`src/rtl/panel_pkg.sv`:
```
// Shared types and defaults for the panel image sequencer.
package panel_pkg;

  typedef enum logic [1:0] {
    IDLE  = 2'd0,
    ARMED = 2'd1,
    BLANK = 2'd2
  } seq_state_t;

  localparam logic DIR_NEXT = 1'b0;
  localparam logic DIR_PREV = 1'b1;

  localparam int DEF_NUM_IMAGES = 4;
  localparam int DEF_SEL_W      = 2;

endpackage

```
`src/rtl/image_sequencer_if.sv`:
```
// Button/frame/control bundle between the panel front end and the image sequencer.
interface image_sequencer_if #(
  parameter int SEL_W = panel_pkg::DEF_SEL_W
);
  logic             next_pulse;
  logic             prev_pulse;
  logic             frame_end;
  logic             auto_en;
  logic [SEL_W-1:0] image_sel;
  logic             blank;
  logic             busy;
  logic             switch_done;
  logic             dropped;

  modport master (
    output next_pulse, prev_pulse, frame_end, auto_en,
    input  image_sel, blank, busy, switch_done, dropped
  );

  modport slave (
    input  next_pulse, prev_pulse, frame_end, auto_en,
    output image_sel, blank, busy, switch_done, dropped
  );
endinterface

```
`src/rtl/frame_tick_timer.sv`:
```
// Counts frame_end strobes while enabled; emits a one-cycle tick every FRAMES frames.
module frame_tick_timer #(
  parameter int FRAMES = 600
) (
  input  logic clk,
  input  logic rst,
  input  logic i_en,
  input  logic i_clr,
  input  logic i_frame_end,
  output logic o_tick
);
  localparam int CW = $clog2(FRAMES + 1);

  logic [CW-1:0] r_cnt;
  logic          w_hit;

  // A clear in the same cycle as the terminal frame suppresses the tick.
  assign w_hit  = i_en & i_frame_end & ~i_clr & (r_cnt == CW'(FRAMES - 1));
  assign o_tick = w_hit;

  always_ff @(posedge clk or negedge rst) begin
    if (!rst)                  r_cnt <= '0;
    else if (i_clr || w_hit)   r_cnt <= '0;
    else if (i_en && i_frame_end) r_cnt <= r_cnt + CW'(1);
  end
endmodule

```
`src/rtl/image_sequencer.sv`:
```
// Frame-synchronous image-select scheduler with optional blanking frames.
// Optional auto-advance source built only when IMAGE_SEQ_AUTO_CYCLE_EN is defined.
module image_sequencer
  import panel_pkg::*;
#(
  parameter int NUM_IMAGES   = DEF_NUM_IMAGES,
  parameter int SEL_W        = DEF_SEL_W,
  parameter int BLANK_FRAMES = 1,
  parameter int AUTO_FRAMES  = 600
) (
  input logic               clk,
  input logic               rst,
  image_sequencer_if.slave  bus
);
  localparam int BCW = $clog2(BLANK_FRAMES + 2);

  seq_state_t       r_state, w_next;
  logic             r_dir, r_done, r_dropped;
  logic [SEL_W-1:0] r_sel, w_sel_nxt;
  logic [BCW-1:0]   r_bcnt;
  logic             w_man_req, w_auto_tick, w_req, w_dir;
  logic             w_latch, w_commit, w_finish, w_drop, w_bdec;
  logic [SEL_W:0]   w_inc, w_dec;

  // Both buttons at once cancel out; auto tick only fills otherwise idle cycles.
  assign w_man_req = bus.next_pulse ^ bus.prev_pulse;
  assign w_req     = w_man_req | (w_auto_tick & ~bus.next_pulse & ~bus.prev_pulse);
  assign w_dir     = (w_man_req && bus.prev_pulse) ? DIR_PREV : DIR_NEXT;

`ifdef IMAGE_SEQ_AUTO_CYCLE_EN
  frame_tick_timer #(.FRAMES(AUTO_FRAMES)) u_timer (
    .clk         (clk),
    .rst         (rst),
    .i_en        (bus.auto_en && (r_state == IDLE)),
    .i_clr       (w_man_req || !bus.auto_en),
    .i_frame_end (bus.frame_end),
    .o_tick      (w_auto_tick)
  );
`else
  logic w_unused_auto;
  assign w_unused_auto = bus.auto_en;
  assign w_auto_tick   = 1'b0;
`endif

  assign w_inc = {1'b0, r_sel} + (SEL_W+1)'(1);
  assign w_dec = {1'b0, r_sel} - (SEL_W+1)'(1);
  assign w_sel_nxt = (r_dir == DIR_NEXT)
                   ? ((w_inc == (SEL_W+1)'(NUM_IMAGES)) ? '0 : w_inc[SEL_W-1:0])
                   : (w_dec[SEL_W] ? SEL_W'(NUM_IMAGES - 1) : w_dec[SEL_W-1:0]);

  always_ff @(posedge clk or negedge rst) begin
    if (!rst) r_state <= IDLE;
    else      r_state <= w_next;
  end

  always_comb begin
    w_next   = r_state;
    w_latch  = 1'b0;
    w_commit = 1'b0;
    w_finish = 1'b0;
    w_drop   = 1'b0;
    w_bdec   = 1'b0;
    case (r_state)
      IDLE: if (w_req) begin
        w_next  = ARMED;
        w_latch = 1'b1;
      end
      ARMED: begin
        w_drop = w_req;
        if (bus.frame_end) begin
          w_commit = 1'b1;
          if (BLANK_FRAMES == 0) begin
            w_next   = IDLE;
            w_finish = 1'b1;
          end else begin
            w_next = BLANK;
          end
        end
      end
      BLANK: begin
        w_drop = w_req;
        if (bus.frame_end) begin
          if (r_bcnt == BCW'(1)) begin
            w_next   = IDLE;
            w_finish = 1'b1;
          end else begin
            w_bdec = 1'b1;
          end
        end
      end
      default: w_next = IDLE;
    endcase
  end

  always_ff @(posedge clk or negedge rst) begin
    if (!rst) begin
      r_dir     <= DIR_NEXT;
      r_sel     <= '0;
      r_bcnt    <= '0;
      r_done    <= 1'b0;
      r_dropped <= 1'b0;
    end else begin
      if (w_latch)  r_dir <= w_dir;
      if (w_commit) r_sel <= w_sel_nxt;
      if (w_commit)    r_bcnt <= BCW'(BLANK_FRAMES);
      else if (w_bdec) r_bcnt <= r_bcnt - BCW'(1);
      r_done <= w_finish;
      if (w_drop) r_dropped <= 1'b1;
    end
  end

  assign bus.image_sel   = r_sel;
  assign bus.blank       = (r_state == BLANK);
  assign bus.busy        = (r_state != IDLE);
  assign bus.switch_done = r_done;
  assign bus.dropped     = r_dropped;
endmodule

```
`src/flat_wrapper.sv`:
```
// flat-port wrapper written by rule: the top's interface ports become plain ports
module image_sequencer_flat import panel_pkg::*;
#(
  parameter int NUM_IMAGES   = DEF_NUM_IMAGES,
  parameter int SEL_W        = DEF_SEL_W,
  parameter int BLANK_FRAMES = 1,
  parameter int AUTO_FRAMES  = 600
)
  (clk, rst, bus_next_pulse, bus_prev_pulse, bus_frame_end, bus_auto_en, bus_image_sel, bus_blank, bus_busy, bus_switch_done, bus_dropped);
  image_sequencer_if #(.SEL_W(SEL_W)) bus_i ();
  input logic clk;
  input logic rst;
  input wire logic [$bits(bus_i.next_pulse)-1:0] bus_next_pulse;
  input wire logic [$bits(bus_i.prev_pulse)-1:0] bus_prev_pulse;
  input wire logic [$bits(bus_i.frame_end)-1:0] bus_frame_end;
  input wire logic [$bits(bus_i.auto_en)-1:0] bus_auto_en;
  output wire logic [$bits(bus_i.image_sel)-1:0] bus_image_sel;
  output wire logic [$bits(bus_i.blank)-1:0] bus_blank;
  output wire logic [$bits(bus_i.busy)-1:0] bus_busy;
  output wire logic [$bits(bus_i.switch_done)-1:0] bus_switch_done;
  output wire logic [$bits(bus_i.dropped)-1:0] bus_dropped;
  assign bus_i.next_pulse = bus_next_pulse;
  assign bus_i.prev_pulse = bus_prev_pulse;
  assign bus_i.frame_end = bus_frame_end;
  assign bus_i.auto_en = bus_auto_en;
  assign bus_image_sel = bus_i.image_sel;
  assign bus_blank = bus_i.blank;
  assign bus_busy = bus_i.busy;
  assign bus_switch_done = bus_i.switch_done;
  assign bus_dropped = bus_i.dropped;
  image_sequencer #(.NUM_IMAGES(NUM_IMAGES), .SEL_W(SEL_W), .BLANK_FRAMES(BLANK_FRAMES), .AUTO_FRAMES(AUTO_FRAMES)) u_core (.clk(clk), .rst(rst), .bus(bus_i));
endmodule
```
`config.mk`:
```
export PLATFORM = sky130hd
export DESIGN_NAME = image_sequencer_flat
export DESIGN_NICKNAME = d
export VERILOG_FILES = /design/src/rtl/panel_pkg.sv /design/src/rtl/image_sequencer_if.sv /design/src/rtl/frame_tick_timer.sv /design/src/rtl/image_sequencer.sv /design/src/flat_wrapper.sv
export SDC_FILE = /design/constraint.sdc
export NUM_CORES = 1
export LEC_CHECK = 0
export BUFFER_PORTS_ARGS = -buffer_cell sky130_fd_sc_hd__buf_2
export CAP_MARGIN = 20
export CORE_AREA = 2 2 39 41
export CTS_BUF_LIST = sky130_fd_sc_hd__clkbuf_8 sky130_fd_sc_hd__clkbuf_16
export DETAILED_ROUTE_END_ITERATION = 6
export DIE_AREA = 0 0 41 43
export HOLD_SLACK_MARGIN = 0.12
export SYNTH_ARGS = -nofsm -noshare
export SYNTH_HDL_FRONTEND = slang
export SYNTH_SLANG_ARGS = --single-unit
```
`constraint.sdc`:
```
create_clock -name clk -period 2.3 [get_ports clk]
set_clock_uncertainty 0.15 [all_clocks]
set_input_delay 0.23 -clock clk [delete_from_list [all_inputs] [get_ports clk]]
set_output_delay 0.23 -clock clk [all_outputs]
set_load 0.03 [all_outputs]
```
Word-level counts from Yosys, hierarchy flattened

Cells that the tools add are included.

Output and inout bits: 6
Latch bits: 0
Bits of input ports: 6
RAM bits: 0
Bits in read-only memories: 0
Flip-flop bits (word level): 9
Memories: 0
Logic and storage cells: 46

Equal/unequal tests: 8
Mux-type cells: 22
Multiply operators: 0
Div/mod/pow operators: 0
Reduce and logical (&&, ||, !) cells: 6
Shift operators: 0
Magnitude comparators: 0
Bitwise gates (word level): 1
$add $sub $neg: 3

Operators with widths:

| cell                  | count |
|---|---|
| $mux W2               | 9 |
| $mux W1               | 12 |
| $pmux W2 S3           | 1 |
| $eq A2 B1 Y1 const B  | 2 |
| $ne A2 B1 Y1 const B  | 2 |
| $ne A2 B2 Y1 const B  | 2 |
| $reduce_and A4 Y1     | 1 |
| $reduce_bool A2 Y1    | 2 |
| $add A2 B1 Y3 const B | 1 |
| $eq A3 B3 Y1 const B  | 1 |
| $sub A2 B1 Y3 const B | 1 |
| $eq A2 B2 Y1 const B  | 1 |
| $logic_not A2 Y1      | 1 |
| $reduce_or A2 Y1      | 1 |
| $sub A2 B1 Y2 const B | 1 |
| $logic_and A1 B1 Y1   | 1 |
| $xor A1 B1 Y1         | 1 |

Depth between registers and ports, before layout

Depth in word-level cells: 6
Gate-level depth with buffers: 5
Depth with buffers taken out: 5

Worst setup path after synthesis

Ideal clock, no wire load.

Path kind: reg-to-reg
From: register u_core.r_state[0]
To: register u_core.r_state[1]
Required time: 2.022 ns
Buffers on the path: 0
Library setup time: 0.128 ns
Arrival time: 1.315 ns
Cell stages (with the launch flop): 5
Period minus slack after synthesis: 1.593 ns
Slack: 0.707 ns
Cells stage by stage: dfrtp_1 -> inv_1 -> ha_1 -> a221oi_2 -> mux2_1

Word-level cells in the longest chain between the ends: 3
Elaborated cells on any way between the ends: 9
Classes of those cells: eq/ne: 6; mux: 1; reduce/logical: 2

RTL lines:

| what                                                   | RTL line              | RTL |
|---|---|---|
| start: declaration                                     | image_sequencer.sv:17 | `seq_state_t r_state, w_next;` |
| start signal: assignment                               | image_sequencer.sv:53 | `else r_state <= w_next;` |
| $eq A2 B2 Y1 (tied with other cells)                   | image_sequencer.sv:63 | `case (r_state)` |
| $ne A2 B1 Y1 (no line) or $ne A2 B2 Y1 (tied branches) | n/a                   |  |
| $reduce_and A4 Y1 (no line)                            | n/a                   |  |

Parallel ways exist; a longest one is shown, timed or not.
A chain may end at the register's enable or synchronous reset.

Worst setup path in the final report

Same ends and word-level chain as after synthesis.

==> out/qor.yml <==
global_route:
  grt_pass1_wl_um: 1480
  grt_pass1_vias: 365
  antenna_found_initial: 0
  grt_overflow: 0
  grt_max_degree: 10
  grt_util_all_layers_pct: 13.2
floorplan:
  die_area_mm2: 0.00176
  ios: 12
  die-width_um: 41
  initial_core_util_pct: 38.9
  die_y_um: 43
  core-area_mm2: 0.00138
  rows: 14
logic_synthesis:
  ys_seq_area_share_pct: 41.9
  ys_warn_count: 0
  synthArstFlopShare_pct: 100
  netlist_instances: 53
  yosys.area.top_type_share_pct: 41.9
  ys_ff_latch: 9
  yosysTopAreaCell: "dfrtp_1"
  syn_area_um2: 538
  yosysUniqueCellTypes: 23
  syn_area_per_cell_um2: 10.2
  synth_edf_count: 0
  synth_top_flop_cell: "dfrtp_1"
  synth.area.top_cells: "dfrtp_1 (42%), ha_1 (21%), inv_1 (7.0%), o21ai_1 (2.8%), a221oi_2 (2.8%)"
  syn-num-nets: 68
placement:
  dp.cells: 79
  hpwlAfterDp_um: 634
  portBuffers: 10
  gp_congestion: 0.687
  pre_cts_slack_ns: 0.616
  placed_area_um2: 608
pwr:
  peakVddDrop_uv: 639
  power_leakage_uw: 0.000357
  powerDensity_mw_per_mm2: 1330
sta:
  finalHoldViolCount: 0
  setup_viol: 0
  drv_slew: 0
  finalSetupTns_ns: 0
  finalCriticalPeriod_ns: 1.70
  slew_headroom_pct: 79.8
  fin_ws_ns: 0.597
  fmax_mhz: 587
  rsz0062_at_grt: "no"
  min_period_over_period_pct: 74.0
  worst_pin_slew_ns: 0.303
worst_setup_path:
  max_stage_delay_ns: 0.37
  crit_buf_inv: 1
  cp-end-kind: "flop"
  cp_cell_sequence: "inv_1 > ha_1 > a221oi_2 > mux2_1"
  crit_path_top_delay_cell: "a221oi_2"
  crit_path_max_fanout: 4
  cp_top_family: "compound AO/OA/AOI/OAI gates"
  cp.arrival_ns: 1.66
  critPathRequiredTime_ns: 2.26
  cp-start-kind: "flop"
  crit_type: "reg -> reg"
layout:
  layoutNonFillerInstCount: 84
  drive_above_1_share_pct: 22.1
  syn_to_final_growth_pct: 23.3
  diodes: 0
  nets: 84
  finalInstanceArea_um2: 663
worst_hold_path:
  min_path_type: "in -> reg"
detailed_routing:
  postRouteAntennaNets: 0
  wl_per_cell_um: 10.5
  wl_um: 880
  via_per_inst: 4.62
  first_iter_violations: 6
  via_count: 388
  drt_first_pass_iters: 3
  route.detailed.drc: 0
clock_tree:
  htreeDepth: 1
  clkLatencyLatePin_ns: 0.23
  cts_tree: "done"
  clock-sinks: 9
  cts_buffers: 3
  clk_pin_slew_worst_paths_ns: 0.05
  clockBufferDepth: 2
  clock-root-buffer: "clkbuf_8"
run:
  drv_cap: 0
run_status:
  outcome: "finished clean"
[cell usage in the layout, fill, tap and decap left out]
cell	n
xor2_1	1
mux2i_1	1
and3_1	1
o21ai_0	2
a211o_1	1
mux2_1	1
clkinv_1	1
nand3_1	1
a22o_1	1
dlygate4sd3_1	1
a21o_1	1
clkbuf_8	3
ha_1	9
inv_1	11
a221oi_2	1
nand3b_1	1
a21boi_1	1
o22ai_1	1
inv_2	1
dfrtp_1	9
nor2_1	1
nand2_1	2
a21oi_1	2
nor2b_1	1
o21ai_1	3
buf_2	10
[cell families after synthesis]
kind of cell / after synthesis / share of synthesized area (%)
and+or+nand+nor: 7 / 6.75
xor gates and xnor gates: 1 / 1.63
muxes: 2 / 3.95
DFF: 9 / 41.9
AOI/OAI and AO/OA: 13 / 16.5
buffers and inverters: 12 / 8.37
adders and majority gates: 9 / 20.9
[tightest hold or removal path, cell delays in order]
cell,delay [ns]
buf_2,0.13
o21ai_0,0.08
o21ai_1,0.06
[Yosys cell counts (2+ instances only)]
master / number
o21ai_0: 2
a21oi_1: 2
nand2_1: 2
inv_1: 10
o21ai_1: 3
dfrtp_1: 9
ha_1: 9
[final cells by class]
type | instances | area, µm²
clock buffers | 3 | 41.3
clock inverters | 1 | 3.75
fillers | 139 | 721
inverters | 12 | 45.0
multi-input cells | 32 | 268
flip-flops and latches | 9 | 225
well taps | 16 | 20.0
repair buffers | 11 | 60.1
[registers in the layout, summed over array words and instances, names as in the netlist]
register and flops:
u_core.bus.image_sel 2, u_core.r_bcnt 2, u_core.r_state 2, u_core.bus.dropped 1, u_core.bus.switch_done 1, u_core.r_dir 1
[worst paths after layout]
kind | startpoint | end | slack [ns] | cells after the start
setup / recovery | u_core.r_state[0] | u_core.r_state[1] | 0.60 | 4
hold / removal | bus_frame_end | u_core.r_bcnt[0] | 0.16 | 3
setup reg to reg | u_core.r_state[0] | u_core.r_state[1] | 0.60 | 4
hold reg to reg | u_core.bus.dropped | u_core.bus.dropped | 0.31 | 1
max in group asynchronous | rst | u_core.bus.image_sel[1] | 1.60 | 2
min in group asynchronous | rst | u_core.r_dir | 0.23 | 2
[metal layers]
layer  share of wire (%)  GRT usage, %  vias up
li1                    -             -      206
met2                  48          20.3       11
met3                 6.6          7.85        2
met1                  45          14.6      169
met4                0.91          4.00        0
met5                   0             0        -
[power by group]
group / switching (µW) / total [µW] / leakage [µW] / internal (µW)
sequential: 46.6 / 267 / 0.000107 / 221
clock: 61.8 / 178 / 0.0000269 / 116
combinational: 264 / 440 / 0.000224 / 176
[through the flow]
| stage | hold slack (ns) | utilization [%] | power, µW |
|---|---|---|---|
| floorplan | -0.216 | - | 612 |
| global placement | -0.0576 | 43.9 | 699 |
| detailed placement | -0.0545 | 43.9 | 706 |
| CTS | 0.159 | 47.9 | 899 |
| global route | 0.168 | 47.9 | 973 |
| finish | 0.162 | 47.9 | 885 |
[repair_timing]
action | in CTS | in global routing
hold buffers | 1 | 0
hold endpoints to repair | 9 | 0
setup buffers | 0 | 0
resized for setup | 0 | 0
No activity file was read; power rests on OpenSTA's default activity.
